--- config.mk ---
export PLATFORM = sky130hd
export DESIGN_NAME = spdif_word_gen_flat
export DESIGN_NICKNAME = d
export VERILOG_FILES = /design/src/rtl/spdif_word_gen_if.sv /design/src/rtl/spdif_word_gen.sv /design/src/flat_wrapper.sv
export SDC_FILE = /design/constraint.sdc
export NUM_CORES = 1
export LEC_CHECK = 0
export CORE_UTILIZATION = 56
export CTS_CLUSTER_SIZE = 10
export DETAILED_ROUTE_END_ITERATION = 16
export PLACE_DENSITY = 0.85
export REMOVE_ABC_BUFFERS = 1
export SLEW_MARGIN = 25
export SYNTH_ARGS = -nofsm -noshare
export SYNTH_HDL_FRONTEND = slang
export SYNTH_SLANG_ARGS = --single-unit
--- constraint.sdc ---
create_clock -name clk -period 12.62 [get_ports clk]
set_input_delay 1.893 -clock clk [delete_from_list [all_inputs] [get_ports clk]]
set_output_delay 1.893 -clock clk [all_outputs]
set_load 0.01 [all_outputs]
--- src/rtl/spdif_word_gen_if.sv ---
// spdif_word_gen_if: sample-pair input handshake and subframe-word output
// channel of spdif_word_gen.
//   master : sample source / biphase coder side (drives samples and acks)
//   slave  : word generator side (drives ready and the presented word)
interface spdif_word_gen_if;
  logic [23:0] in_l;
  logic [23:0] in_r;
  logic        in_valid;
  logic        in_ready;
  logic [1:0]  word_preamble;
  logic [26:0] word_payload;
  logic        word_ack;

  modport master (
    output in_l, in_r, in_valid, word_ack,
    input  in_ready, word_preamble, word_payload
  );

  modport slave (
    input  in_l, in_r, in_valid, word_ack,
    output in_ready, word_preamble, word_payload
  );
endinterface

--- src/rtl/spdif_word_gen.sv ---
// spdif_word_gen: builds SPDIF subframe words (preamble code + audio/V/U/C)
// from stereo sample pairs and tracks the 192-frame channel-status block.
// Optional feature macro: SPDIF_WORD_GEN_CRC_EN -- when defined, frames
// 184..191 carry the AES3 byte-23 CRCC of C bits 0..183; otherwise they
// carry C=0 and no CRC logic is built.
module spdif_word_gen (
  input  logic               clk,
  input  logic               rst,
  spdif_word_gen_if.slave    bus,
  input  logic [31:0]        cs_cfg,
  output logic               stat_underrun,
  output logic               stat_block
);

  typedef enum logic {
    S_PRIME,
    S_RUN
  } state_e;

  localparam logic [7:0] LAST_FRAME = 8'd191;

  state_e      state_q, state_d;
  logic        sub_q, sub_d;
  logic [7:0]  frame_q, frame_d;
  logic        hold_full_q, hold_full_d;
  logic [23:0] hold_l_q, hold_l_d;
  logic [23:0] hold_r_q, hold_r_d;
  logic [23:0] right_q, right_d;
  logic        right_v_q, right_v_d;
  logic        c_q, c_d;
  logic [31:0] cs_snap_q, cs_snap_d;
  logic [1:0]  preamble_q, preamble_d;
  logic [26:0] payload_q, payload_d;
  logic        in_ready_q, in_ready_d;
  logic        underrun_q, underrun_d;
  logic        block_q, block_d;

  logic        accept;
  logic        build_left;
  logic        build_right;
  logic [7:0]  left_frame;
  logic        c_bit;

`ifdef SPDIF_WORD_GEN_CRC_EN
  logic [7:0]  crc_q, crc_d;
  logic [7:0]  crc_base;
  logic        crc_fb;
`endif

  assign bus.in_ready      = in_ready_q;
  assign bus.word_preamble = preamble_q;
  assign bus.word_payload  = payload_q;
  assign stat_underrun     = underrun_q;
  assign stat_block        = block_q;

  // Next-state: word building on PRIME/ack, holding-slot fill/drain, CRC.
  always_comb begin
    state_d     = state_q;
    sub_d       = sub_q;
    frame_d     = frame_q;
    hold_full_d = hold_full_q;
    hold_l_d    = hold_l_q;
    hold_r_d    = hold_r_q;
    right_d     = right_q;
    right_v_d   = right_v_q;
    c_d         = c_q;
    cs_snap_d   = cs_snap_q;
    preamble_d  = preamble_q;
    payload_d   = payload_q;
    underrun_d  = 1'b0;
    block_d     = 1'b0;
    build_left  = 1'b0;
    build_right = 1'b0;
    left_frame  = frame_q;
    c_bit       = 1'b0;
`ifdef SPDIF_WORD_GEN_CRC_EN
    crc_d       = crc_q;
    crc_base    = crc_q;
    crc_fb      = 1'b0;
`endif

    accept = bus.in_valid & in_ready_q;

    case (state_q)
      S_PRIME: begin
        build_left = 1'b1;
        left_frame = 8'd0;
        state_d    = S_RUN;
      end
      S_RUN: begin
        if (bus.word_ack) begin
          if (!sub_q) begin
            build_right = 1'b1;
          end else begin
            build_left = 1'b1;
            left_frame = (frame_q == LAST_FRAME) ? 8'd0 : frame_q + 8'd1;
          end
        end
      end
      default: state_d = S_PRIME;
    endcase

    // C bit of the frame about to be built; frame 0 uses cs_cfg directly
    // because cs_snap only picks it up at this same edge.
    if (left_frame == 8'd0) begin
      c_bit = cs_cfg[0];
    end else if (left_frame < 8'd32) begin
      c_bit = cs_snap_q[left_frame[4:0]];
    end else if (left_frame >= 8'd184) begin
`ifdef SPDIF_WORD_GEN_CRC_EN
      c_bit = crc_q[left_frame[2:0]];
`else
      c_bit = 1'b0;
`endif
    end

    if (build_left) begin
      frame_d = left_frame;
      sub_d   = 1'b0;
      c_d     = c_bit;
      if (left_frame == 8'd0) begin
        cs_snap_d  = cs_cfg;
        block_d    = 1'b1;
        preamble_d = 2'b00;
      end else begin
        preamble_d = 2'b10;
      end
      if (hold_full_q) begin
        payload_d   = {c_bit, 1'b0, 1'b0, hold_l_q};
        right_d     = hold_r_q;
        right_v_d   = 1'b0;
        hold_full_d = 1'b0;
      end else begin
        payload_d  = {c_bit, 1'b0, 1'b1, 24'h000000};
        right_d    = '0;
        right_v_d  = 1'b1;
        underrun_d = 1'b1;
      end
`ifdef SPDIF_WORD_GEN_CRC_EN
      // Restart from all-ones at frame 0; fold in each emitted C bit up to 183.
      if (left_frame < 8'd184) begin
        crc_base = (left_frame == 8'd0) ? 8'hFF : crc_q;
        crc_fb   = c_bit ^ crc_base[7];
        crc_d    = {crc_base[6:0], 1'b0} ^ (crc_fb ? 8'h1D : 8'h00);
      end
`endif
    end

    if (build_right) begin
      sub_d      = 1'b1;
      preamble_d = 2'b11;
      payload_d  = {c_q, 1'b0, right_v_q, right_q};
    end

    // Ready is low whenever the slot is full, so accept never meets a pop.
    if (accept) begin
      hold_full_d = 1'b1;
      hold_l_d    = bus.in_l;
      hold_r_d    = bus.in_r;
    end

    in_ready_d = ~hold_full_d;
  end

  // State and registered outputs.
  always_ff @(posedge clk or posedge rst) begin
    if (rst) begin
      state_q     <= S_PRIME;
      sub_q       <= 1'b0;
      frame_q     <= '0;
      hold_full_q <= 1'b0;
      hold_l_q    <= '0;
      hold_r_q    <= '0;
      right_q     <= '0;
      right_v_q   <= 1'b0;
      c_q         <= 1'b0;
      cs_snap_q   <= '0;
      preamble_q  <= 2'b00;
      payload_q   <= 27'h1000000;
      in_ready_q  <= 1'b0;
      underrun_q  <= 1'b0;
      block_q     <= 1'b0;
`ifdef SPDIF_WORD_GEN_CRC_EN
      crc_q       <= '1;
`endif
    end else begin
      state_q     <= state_d;
      sub_q       <= sub_d;
      frame_q     <= frame_d;
      hold_full_q <= hold_full_d;
      hold_l_q    <= hold_l_d;
      hold_r_q    <= hold_r_d;
      right_q     <= right_d;
      right_v_q   <= right_v_d;
      c_q         <= c_d;
      cs_snap_q   <= cs_snap_d;
      preamble_q  <= preamble_d;
      payload_q   <= payload_d;
      in_ready_q  <= in_ready_d;
      underrun_q  <= underrun_d;
      block_q     <= block_d;
`ifdef SPDIF_WORD_GEN_CRC_EN
      crc_q       <= crc_d;
`endif
    end
  end

endmodule

--- src/flat_wrapper.sv ---
// flat-port wrapper written by rule: the top's interface ports become plain ports
module spdif_word_gen_flat 
  (clk, rst, cs_cfg, stat_underrun, stat_block, bus_in_l, bus_in_r, bus_in_valid, bus_word_ack, bus_in_ready, bus_word_preamble, bus_word_payload);
  spdif_word_gen_if bus_i ();
  input  logic clk;
  input  logic rst;
  input  logic [31:0] cs_cfg;
  output logic stat_underrun;
  output logic stat_block;
  input wire logic [$bits(bus_i.in_l)-1:0] bus_in_l;
  input wire logic [$bits(bus_i.in_r)-1:0] bus_in_r;
  input wire logic [$bits(bus_i.in_valid)-1:0] bus_in_valid;
  input wire logic [$bits(bus_i.word_ack)-1:0] bus_word_ack;
  output wire logic [$bits(bus_i.in_ready)-1:0] bus_in_ready;
  output wire logic [$bits(bus_i.word_preamble)-1:0] bus_word_preamble;
  output wire logic [$bits(bus_i.word_payload)-1:0] bus_word_payload;
  assign bus_i.in_l = bus_in_l;
  assign bus_i.in_r = bus_in_r;
  assign bus_i.in_valid = bus_in_valid;
  assign bus_i.word_ack = bus_word_ack;
  assign bus_in_ready = bus_i.in_ready;
  assign bus_word_preamble = bus_i.word_preamble;
  assign bus_word_payload = bus_i.word_payload;
  spdif_word_gen u_core (.clk(clk), .rst(rst), .bus(bus_i), .cs_cfg(cs_cfg), .stat_underrun(stat_underrun), .stat_block(stat_block));
endmodule
==> results.py <==
metrics = {
    "run_status": {
        "status": "finished clean",
    },
    "synth": {
        "ys_types": 52,
        "async_flop_share": 1.00,
        "yosysSeqAreaShare": 0.588,
        "synth_seq_cells": 147,
        "synth_ff_type": "dfrtp_1",
        "yosysWarnings": 0,
        "syn_area_sq_mm": 0.00626,
        "synth_edf_count": 0,
        "synthTopCellsByCount": "dfrtp_1, nand2_1, mux2_2",
        "synth.avg_cell_area_sq_um": 11.5,
        "synth_most_common_cell": "dfrtp_1",
        "syn_inst": 544,
        "synth.area.top_cells": "dfrtp_1, mux2_2, nand2_1, a22oi_1, o21ai_0",
        "synth_top_area_share": 0.584,
        "synth_top_area_cell": "dfrtp_1",
    },
    "die": {
        "initial_core_util": 0.577,
        "dieHeight_um": 108,
        "die_w_um": 108,
        "design.core.area_sq_mm": 0.0108,
        "die-area_sq_mm": 0.0116,
        "std_cell_rows": 38,
        "pin_count": 116,
    },
    "final_layout": {
        "area_delta_synth_final_pct": 28.8,
        "nets": 733,
        "final_cells": 801,
        "n_antenna_cell": 0,
        "drive_gt1_frac": 0.200,
        "fill_cells": 725,
    },
    "global_routing": {
        "grt-ovfl-total": 0,
        "grt_pass1_vias": 4694,
        "grt_pass1_wl_um": 22900,
        "antenna_found_initial": 0,
        "track_usage": 0.262,
        "grt_start_max_net_pins": 81,
    },
    "worst_setup_path": {
        "cp_slowest_cell": "clkdlybuf4s50_1",
        "end_kind": "flop",
        "cp.arrival_ns": 5.48,
        "cpPeakStageDelay_ns": 0.64,
        "cp_max_fo": 21,
        "cp_num_buf_inv": 2,
        "cp-start-kind": "input pin",
        "path_delay_family": "simple AND/OR/NAND/NOR gates",
        "worstSetupPathType": "in2reg",
        "crit_chain": "clkdlybuf4s50_1, and4b_1, o21a_1, or2_2, or4_1, nor2_2, buf_4, mux2_2",
        "critPathRequiredTime_ns": 13.02,
    },
    "detailed_routing": {
        "postRouteAntennaNets": 0,
        "wl_met1_um": 5610,
        "wirelength_um": 14100,
        "drt-pass1-iter-count": 6,
        "top_layer": "met4",
        "viasPerCell": 5.74,
        "num_vias": 4600,
        "route.detailed.drc": 0,
        "wl_met3_um": 616,
        "wl_per_cell_um": 17.6,
        "routed-wl-met2_um": 7420,
        "drtIter0Drc": 287,
    },
    "clocking": {
        "post_cts_buffers": 0,
        "cts_root_buffer": "clkbuf_8",
        "cts_tree": "built",
        "path_clk_slew_ns": 0.06,
        "clk-insertion-delay-late_ns": 0.54,
        "clock_sinks": 147,
        "htreeDepth": 4,
        "post_cts_resized": 0,
        "clockBufferDepth": 2,
        "cts_buffers": 17,
        "holdBufCountCts": 0,
    },
    "timing": {
        "rsz0062_at_grt": "false",
        "period_share": 0.402,
        "hold_viol": 0,
        "finalCriticalPeriod_ns": 5.07,
        "report.final.slew_viol_count": 0,
        "holdWs_ns": 0.466,
        "fin_setup_tns_ns": 0,
        "fmaxAchievable_ghz": 0.197,
        "fin_skew_ns": 0.0161,
        "tightest_slew_ns": 0.707,
        "relSlewSlack": 0.528,
        "finalSetupViolCount": 0,
    },
    "power_and_ir_drop": {
        "ir_drop_uv": 83.8,
        "p_leak_nw": 3.55,
        "power_density_mw_per_mm2": 166,
    },
    "placed_design": {
        "gp_congestion": 0.915,
        "placed_cells": 769,
        "post-dp-hpwl_um": 8910,
        "port_buffers": 114,
    },
    "worst_hold_path": {
        "hold_class": "reg2reg",
    },
    "run": {
        "maxCapViolations": 0,
    },
}
cell families (layout without fill, tap and decap cells):
family                     after synthesis  in the layout  synth area share
and+or+nand+nor                        173            173             0.122
AOI/OAI and AO/OA                       84             84            0.0916
xor gates and xnor gates                 6              6           0.00840
muxes                                   86             86             0.155
buffers and inverters                   45            162            0.0314
DFF                                    147            147             0.588
other                                    2              2           0.00120
adders and majority gates                1              1           0.00200
cell usage in the layout, fill, tap and decap left out, drive strengths merged, types with 3 or more instances in the layout:
master and instances:
or4 3, a22oi 24, clkinvlp 3, nor2 12, xnor2 4, nand2 122
o211ai 7, nand3 12, inv 15, mux2i 8, o311ai 4, nand4 4
clkinv 5, a21oi 4, dfrtp 146, buf 5, o21ai 31, mux2 77
clkdlybuf4s50 114, and3 4, clkbuf 19
flip-flops by register name, summed over array words and instances, names as in the netlist:
name                      count
u_core.hold_full_q            1
u_core.c_q                    1
u_core.bus.in_ready           1
u_core.bus.word_payload      26
u_core.cs_snap_q             32
u_core.right_q               24
u_core.state_q                1
u_core.frame_q                8
u_core.stat_block             1
u_core.hold_l_q              24
u_core.stat_underrun          1
u_core.hold_r_q              24
u_core.bus.word_preamble      2
u_core.right_v_q              1
final timing paths:
kind	from	endpoint	slack, ns	depth (start not counted)
worst min register to register	u_core.right_q[0]	u_core.bus.word_payload[0]	0.47	2
min in group asynchronous	rst	u_core.hold_l_q[19]	1.82	2
worst max register to register	u_core.frame_q[0]	u_core.cs_snap_q[14]	8.88	8
worst max-delay path	bus_word_ack	u_core.cs_snap_q[14]	7.55	8
max in group asynchronous	rst	u_core.bus.word_payload[7]	9.72	3
worst min-delay path	u_core.right_q[0]	u_core.bus.word_payload[0]	0.47	2
final cells by class:
class                   instances  area (sq um)  area share
multi-input cells             352          2410       0.299
well taps                     140           175      0.0217
clock inverters                13           124      0.0154
repair buffers                119          1180       0.147
inverters                      11          46.3     0.00574
flip-flops and latches        147          3680       0.457
clock buffers                  19           442      0.0548
worst min-delay path, cell delays in order, from the launching register on:
cell     delay [ns]
dfrtp_1        0.34
nand2_1        0.05
nand2_1        0.05
metal layers:
layer  global-route usage  vias to the layer above
li1                     -                     2098
met1                0.323                     2317
met2                0.443                      148
met3               0.0551                       37
met4                0.120                        0
met5                    0                        -
report_power, final:
group / switching, mW / internal [mW] / leakage, nW
Sequential: 0.0614 / 0.565 / 1.81
Combinational: 0.102 / 0.136 / 1.47
Clock: 0.201 / 0.274 / 0.272
per-stage QoR:
stage / total power [mW] / cell area, sq um / setup slack [ns] / utilization
after floorplan: 0.754 / 6100 / 6.78 / -
after global placement: 0.851 / 7480 / 7.20 / 0.690
after detailed placement: 0.868 / 7490 / 7.05 / 0.691
after CTS: 1.35 / 8060 / 7.60 / 0.743
after global routing: 1.40 / 8060 / 7.37 / 0.744
final: 1.34 / 8060 / 7.55 / 0.744
Power figures use the tool's default switching activity.
